## src/rtl/branch_resolve.sv

```systemverilog
// Branch resolution stage: evaluates the condition code against the registered flags and
// issues a PC load plus a timed flush. Define BRANCH_STATS_EN to add taken/not-taken counters.
module branch_resolve #(
    parameter int ADDR_WIDTH   = 16,
    parameter int FLUSH_CYCLES = 2
) (
    input  logic                  clk,
    input  logic                  rst,
    input  logic                  branchValid,
    input  logic [3:0]            branchCond,
    input  logic [ADDR_WIDTH-1:0] branchTarget,
    output logic                  branchReady,
    input  logic                  setsFlags,
    input  logic                  arithCarry,
    input  logic                  logicCarry,
    input  logic                  sign,
    input  logic                  overflow,
    input  logic                  zero,
    input  logic [1:0]            carrySelect,
    output logic                  pcLoad,
    output logic [ADDR_WIDTH-1:0] pcTarget,
    output logic                  flush,
    output logic                  stall
`ifdef BRANCH_STATS_EN
    ,
    output logic [15:0]           takenCount,
    output logic [15:0]           notTakenCount
`endif
);

    localparam logic [1:0] S_IDLE  = 2'd0;
    localparam logic [1:0] S_WAIT  = 2'd1;
    localparam logic [1:0] S_FLUSH = 2'd2;

    localparam int CW = (FLUSH_CYCLES > 1) ? $clog2(FLUSH_CYCLES) : 1;

    logic [1:0]            state_q, state_d;
    logic [3:0]            cond_q, cond_d;
    logic [ADDR_WIDTH-1:0] hold_q, hold_d;
    logic [ADDR_WIDTH-1:0] pct_q, pct_d;
    logic                  pcl_q, pcl_d;
    logic [CW-1:0]         cnt_q, cnt_d;
    logic                  zero_q, zero_d;

    logic                  carry;
    logic [3:0]            eval_cond;
    logic                  taken_now;
    logic                  dep_accept;

    function automatic logic cond_eval(input logic [3:0] c, input logic cf, input logic zf,
                                       input logic sf, input logic vf);
        logic r;
        case (c)
            4'd0:    r = 1'b1;
            4'd1:    r = zf;
            4'd2:    r = !zf;
            4'd3:    r = cf;
            4'd4:    r = !cf;
            4'd5:    r = sf;
            4'd6:    r = !sf;
            4'd7:    r = vf;
            4'd8:    r = !vf;
            4'd9:    r = cf & !zf;
            4'd10:   r = !cf | zf;
            4'd11:   r = (sf == vf);
            4'd12:   r = (sf != vf);
            4'd13:   r = !zf & (sf == vf);
            4'd14:   r = zf | (sf != vf);
            default: r = 1'b0;
        endcase
        return r;
    endfunction

    always_comb begin
        case (carrySelect)
            2'd0:    carry = arithCarry;
            2'd1:    carry = logicCarry;
            2'd2:    carry = 1'b0;
            default: carry = 1'b1;
        endcase
    end

    // WAIT re-evaluates the captured condition once the dependent flags have landed
    assign eval_cond  = (state_q == S_WAIT) ? cond_q : branchCond;
    assign taken_now  = cond_eval(eval_cond, carry, zero_q, sign, overflow);
    assign dep_accept = (state_q == S_IDLE) && branchValid && setsFlags;

    always_comb begin
        state_d = state_q;
        cond_d  = cond_q;
        hold_d  = hold_q;
        pct_d   = pct_q;
        pcl_d   = 1'b0;
        cnt_d   = cnt_q;
        zero_d  = setsFlags ? zero : zero_q;
        case (state_q)
            S_IDLE: begin
                if (branchValid) begin
                    if (setsFlags) begin
                        cond_d  = branchCond;
                        hold_d  = branchTarget;
                        state_d = S_WAIT;
                    end else if (taken_now) begin
                        pct_d   = branchTarget;
                        pcl_d   = 1'b1;
                        cnt_d   = CW'(FLUSH_CYCLES - 1);
                        state_d = S_FLUSH;
                    end
                end
            end
            S_WAIT: begin
                if (taken_now) begin
                    pct_d   = hold_q;
                    pcl_d   = 1'b1;
                    cnt_d   = CW'(FLUSH_CYCLES - 1);
                    state_d = S_FLUSH;
                end else begin
                    state_d = S_IDLE;
                end
            end
            S_FLUSH: begin
                if (cnt_q == '0) begin
                    state_d = S_IDLE;
                end else begin
                    cnt_d = cnt_q - CW'(1);
                end
            end
            default: state_d = S_IDLE;
        endcase
    end

    always_ff @(posedge clk or posedge rst) begin
        if (rst) begin
            state_q <= S_IDLE;
            cond_q  <= '0;
            hold_q  <= '0;
            pct_q   <= '0;
            pcl_q   <= 1'b0;
            cnt_q   <= '0;
            zero_q  <= 1'b0;
        end else begin
            state_q <= state_d;
            cond_q  <= cond_d;
            hold_q  <= hold_d;
            pct_q   <= pct_d;
            pcl_q   <= pcl_d;
            cnt_q   <= cnt_d;
            zero_q  <= zero_d;
        end
    end

    assign branchReady = (state_q == S_IDLE) && !(branchValid && setsFlags);
    assign stall       = (state_q == S_WAIT) || dep_accept;
    assign flush       = (state_q == S_FLUSH);
    assign pcLoad      = pcl_q;
    assign pcTarget    = pct_q;

`ifdef BRANCH_STATS_EN
    logic        resolve;
    logic [15:0] taken_q, ntaken_q;

    assign resolve = ((state_q == S_IDLE) && branchValid && !setsFlags) || (state_q == S_WAIT);

    always_ff @(posedge clk or posedge rst) begin
        if (rst) begin
            taken_q  <= '0;
            ntaken_q <= '0;
        end else if (resolve) begin
            if (taken_now && taken_q != '1) begin
                taken_q <= taken_q + 16'd1;
            end
            if (!taken_now && ntaken_q != '1) begin
                ntaken_q <= ntaken_q + 16'd1;
            end
        end
    end

    assign takenCount    = taken_q;
    assign notTakenCount = ntaken_q;
`endif

endmodule
```

## config.mk

```make
export PLATFORM = sky130hd
export DESIGN_NAME = branch_resolve
export DESIGN_NICKNAME = d
export VERILOG_FILES = /design/src/rtl/branch_resolve.sv
export SDC_FILE = /design/constraint.sdc
export NUM_CORES = 1
export LEC_CHECK = 0
export CORE_MARGIN = 2
export CORE_UTILIZATION = 25
export CTS_CLUSTER_DIAMETER = 200
export DETAILED_ROUTE_END_ITERATION = 16
export GPL_ROUTABILITY_DRIVEN = 1
export PLACE_DENSITY = 0.57
export SKIP_LAST_GASP = 1
export SLEW_MARGIN = 15
export SYNTH_ARGS = -nofsm -noshare
export SYNTH_HDL_FRONTEND = slang
export SYNTH_SLANG_ARGS = --single-unit
```

## constraint.sdc

```tcl
create_clock -name clk -period 2.65 [get_ports clk]
set_input_delay 0.265 -clock clk [delete_from_list [all_inputs] [get_ports clk]]
set_output_delay 0.265 -clock clk [all_outputs]
set_load 0.01 [all_outputs]
```

After elaboration in Yosys (flattened, before gate mapping)
Cells that the tools add are included.
Word-level totals
  bits in registers: 41
  input bits: 31
Operators by class
  add/sub/neg operators: 1
  equality and inequality tests: 26
  muxes and demuxes: 23
  bitwise logic cells: 4
  reductions and logical operators: 19
Operators by type and width (number)
  $mux W16: 4
  $pmux W16 S2: 1
  $eq A4 B4 Y1 const B: 7
  $eq A4 B3 Y1 const B: 4
  $pmux W1 S15: 1
  $mux W2: 5
  $ne A2 B2 Y1 const B: 5
  $reduce_and A3 Y1: 3
  $eq A4 B2 Y1 const B: 2
  $mux W1: 7
  $pmux W1 S3: 2
  $pmux W2 S3: 1
  $logic_not A1 Y1: 5
  $reduce_and A5 Y1: 1
  $eq A2 B1 Y1 const B: 2
  $eq A2 B2 Y1 const B: 2
  $eq A4 B1 Y1 const B: 1
  $logic_and A1 B1 Y1: 4
  $logic_not A2 Y1: 2
  $logic_not A4 Y1: 1
  $mux W4: 1
  $ne A3 B3 Y1 const B: 1
  $reduce_bool A3 Y1: 1
  $and A1 B1 Y1: 2
  7 further kinds: 8

Logic depth before layout (Yosys ltp)
  word-level depth: 9
  gate-level depth with buffers: 10

Worst setup path after synthesis
OpenSTA, ideal clock, no wires.
  path kind: register -> register
  from: register state_q[1]
  to: register pct_q[10], in the netlist pcTarget[10]
  setup time: 0.125 ns
  arrival: 2.339 ns
  data required time: 2.525 ns
  slack: 0.186 ns
  cell stages (with the launch flop): 9
  cell sequence: dfrtp_1 and2b_4 mux2_2 a211o_1 a21oi_1 a2111oi_4 a31oi_4 buf_12 mux2_4
On the way
  cells in the longest elaborated chain, start to end: 6
RTL lines
  start, declared: line 37  | logic [1:0] state_q, state_d;
  start signal, assigned: line 142  | state_q <= state_d;
  $eq A2 B1 Y1: line 84, 96
  $mux W4: line 84  | assign eval_cond = (state_q == S_WAIT) ? cond_q : branchCond;
  $eq A4 B4 Y1, or another cell as far along: line 53  | case (c)
  $pmux W1 S15: line 53
  $ne A2 B2 Y1 (no line)
  $reduce_and A5 Y1 (no line)
  end signal, assigned: line 145  | pct_q <= pct_d;
  end, declared: line 40  | logic [ADDR_WIDTH-1:0] pct_q, pct_d;
Several ways; a longest one is shown, not always the timed one.
A chain may end at the register's enable or synchronous reset.

Worst setup path after layout
  from: register state_q[1]
  to: register pct_q[14], in the netlist pcTarget[14]
Same word-level chain as after synthesis.

==> metrics.md <==
| Metric | Value |
|---|---|
| Hold-fix buffers, CTS | `0` |
| Crit path cell chain | `nand2b_1 > mux2i_2 > mux2i_1 > a211o_1 > a21o_1 > a31oi_4 > buf_12 > mux2_2` |
| Post-Synthesis Cells | `186` |
| Wire length per cell | `13.4 microns` |
| # H-tree levels | `2` |
| Share of layout cells above drive strength 1 | `25.9%` |
| Post-layout min period | `2.53 ns` |
| Cell taking the most area after synthesis | `dfrtp_1` |
| Worst slew margin | `43.2%` |
| Worst skew pair latency | `0.29 ns` |
| Std cell rows | `33` |
| Status | `completed` |
| Gpl congestion | `0.842` |
| RSZ-0062 raised after global routing | `false` |
| Worst-margin pin slew | `0.850 ns` |
| Syn_area_per_cell | `11.4 sq um` |
| Setup TNS Final | `0 ns` |
| Total I/O pin count | `51` |
| Slowest stage cell, crit path | `nand2b_1` |
| Worst min path class | `in -> async` |
| Synth Area in Adders | `0%` |
| Main combinational cell family by area after synthesis | `multiplexers` |
| Nets@finish | `273` |
| Tcrit/Tclk final | `95.5%` |
| Die Span X | `95.9 microns` |
| Number of diodes | `0` |
| Yosys warns | `0` |
| Root buf cell | `clkbuf_8` |
| DIE AREA | `9200 sq um` |
| CTS clk-pin slew, worst paths | `0.08 ns` |
| CTS tree | `built` |
| Top cells by area, synth | `dfrtp_1, mux2_2, nand2_1, mux2_4, mux2i_1` |
| Post-CTS Setup Inserts | `0` |
| Starting Density | `25.7%` |
| DP Wirelength | `3280 microns` |
| Max-cap violations | `0` |
| Count of final setup violators | `0` |
| GR Overflow Total | `0` |
| Buf/Inv on CP | `1` |
| CP Capture Type | `flop` |
| Hold Worst Slack | `0.462 ns` |
| Simple-Gate Fraction of Synth Area | `14.6%` |
| Fillers | `811` |
| Area Growth Syn to Fin | `36.1%` |
| CP Launch Type | `flop` |
| Synth Register Bits | `41` |
| First-pass GRT wire length | `7940 microns` |
| Deepest clock path buffer count | `2` |
| Clock Sink Count | `41` |
| Die extent in y | `95.9 microns` |
| Worst Path Required | `2.83 ns` |
| Vias post-DR | `1531` |
| Unique masters post-synth | `37` |
| Mux cell area share after synthesis | `25.7%` |
| Maximum VDD drop | `399 uV` |
| Worst EP arrival | `2.71 ns` |
| Hold Vio Cnt, Final | `0` |
| Seq/Total Area, Yosys | `48.5%` |
| Vias in the first global route | `1621` |
| Total iterations of the first detailed-routing run | `4` |
| CORE AREA | `8220 sq um` |
| CP max stage delay | `0.41 ns` |
| Final Util | `35.0%` |
| Total CTS buffers | `5` |
| CTS resizes | `0` |
| Synth Area in XOR/XNOR | `0.414%` |
| Number of port buffers | `50` |
| ANT nets after route | `0` |
| DR vias/cell | `4.40` |
| Synth Net Count | `217` |
| Delay-heaviest family, CP | `multiplexers` |
| Pleak | `0.00123 uW` |
| Initial antenna violation count | `0` |
| DRC violations left | `0` |
| Slew Limit Fails | `0` |
| Largest fanout on the critical path | `19` |
| GRT Util Overall | `11.3%` |
| PD cells | `959 nW/um^2` |
| Largest net degree at the start of global routing | `42` |
| Netlist Area Pre-Place | `2110 sq um` |
| Clock Skew | `0.00333 ns` |
| Kind of critical path | `reg -> reg` |
| Max Freq | `395 MHz` |
| Top-area cell type share of the netlist area | `48.5%` |
| Total Wirelength | `4660 microns` |
| Starting DRT DRC Count | `112` |
| Synth Area in Compound Gates | `7.58%` |
cells in the final DEF, fill, tap and decap left out, types with 2 or more instances in the layout:
cell type / count
a211o_1: 2
a21o_1: 2
a21oi_1: 4
buf_4: 6
clkbuf_8: 6
clkdlybuf4s50_1: 50
dfrtp_1: 41
inv_1: 2
mux2_2: 33
mux2_4: 7
mux2i_1: 3
nand2_1: 53
nand2b_1: 2
nand3b_1: 2
nor2_1: 2
nor3_1: 2
nor4_1: 2
o21ai_0: 2
synthesized netlist by cell type, drive strengths merged:
cell type and n:
nand2b 2, a2111oi 1, xor2 1, and2b 2, mux2i 5, o21ba 1
buf 4, clkbuf 4, a211oi 1, nand4bb 1, nor4 2, a31oi 1
o211ai 1, inv 3, nor2 2, a211o 2, nand3b 2, o21ai 2
a21o 2, nand4 1, dfrtp 41, o21a 1, nor3 3, o31ai 1
a32oi 1, mux2 40, or2 1, nor2b 1, nand2 53, a21oi 4
worst paths after layout:
| path | start | end | slack, ns | depth (start not counted) |
|---|---|---|---|---|
| max | state_q[1] | pcTarget[14] | 0.12 | 8 |
| min | rst | hold_q[4] | 0.46 | 2 |
| max reg2reg | state_q[1] | pcTarget[14] | 0.12 | 8 |
| min reg2reg | cnt_q | state_q[1] | 0.50 | 1 |
| max in group asynchronous | rst | hold_q[6] | 1.66 | 2 |
| min in group clk | cnt_q | state_q[1] | 0.50 | 1 |
area by class of cell:
| type | count | area, sq um | share of cell area, % |
|---|---|---|---|
| multi-input cells | 134 | 1030 | 35.7 |
| repair buffers | 57 | 566 | 19.7 |
| well taps | 105 | 131 | 4.57 |
| inverters | 3 | 11.3 | 0.391 |
| clock inverters | 1 | 30.0 | 1.04 |
| flip-flops and latches | 41 | 1030 | 35.7 |
| clock buffers | 7 | 86.3 | 3.00 |
per-stage QoR:
| stage | total power, uW | worst slack [ns] | cells | area [sq um] |
|---|---|---|---|---|
| after global placement | 2250 | 0.102 | 340 | 2760 |
| after global routing | 2960 | 0.0238 | 348 | 2880 |
| after detailed placement | 2260 | 0.0685 | 340 | 2760 |
| final | 2760 | 0.119 | 348 | 2880 |
| after CTS | 2800 | 0.135 | 348 | 2880 |
| after floorplan | 1770 | 0.186 | 186 | 2110 |
cells by family (layout without fill, tap and decap cells):
family	Yosys count	after routing
AO/OA/AOI/OAI	18	18
AND/OR/NAND/NOR	70	70
XOR/XNOR	1	1
multiplexers	45	45
flip-flops	41	41
buffers and inverters	11	68
power by group:
group	leakage [uW]	internal [uW]	total, uW	switching (uW)
clock network	0.0000585	307	519	212
logic	0.000682	711	1140	428
registers	0.000489	919	1100	181
routing by layer:
metal / vias to the layer above / track usage, % / share of wire (%)
li1: 753 / - / -
met1: 727 / 14.7 / 45
met2: 42 / 18.1 / 48
met3: 9 / 3.21 / 5.9
met4: 0 / 4.05 / 1.8
met5: - / 0 / 0
flip-flops by register name, indices dropped and copies added (netlist names):
signal / cells
zero_q: 1
cnt_q: 1
cond_q: 4
state_q: 2
hold_q: 16
pcLoad: 1
pcTarget: 16
worst reg2reg max path: cells and delay by family (launching register included):
kind / cells / cell delay [ns]
AND/OR/NAND/NOR: 1 / 0.41
AO/OA/AOI/OAI: 3 / 0.66
buffers and inverters: 1 / 0.19
flip-flops: 1 / 0.36
multiplexers: 3 / 0.80
(Power assumes the default switching activity.)
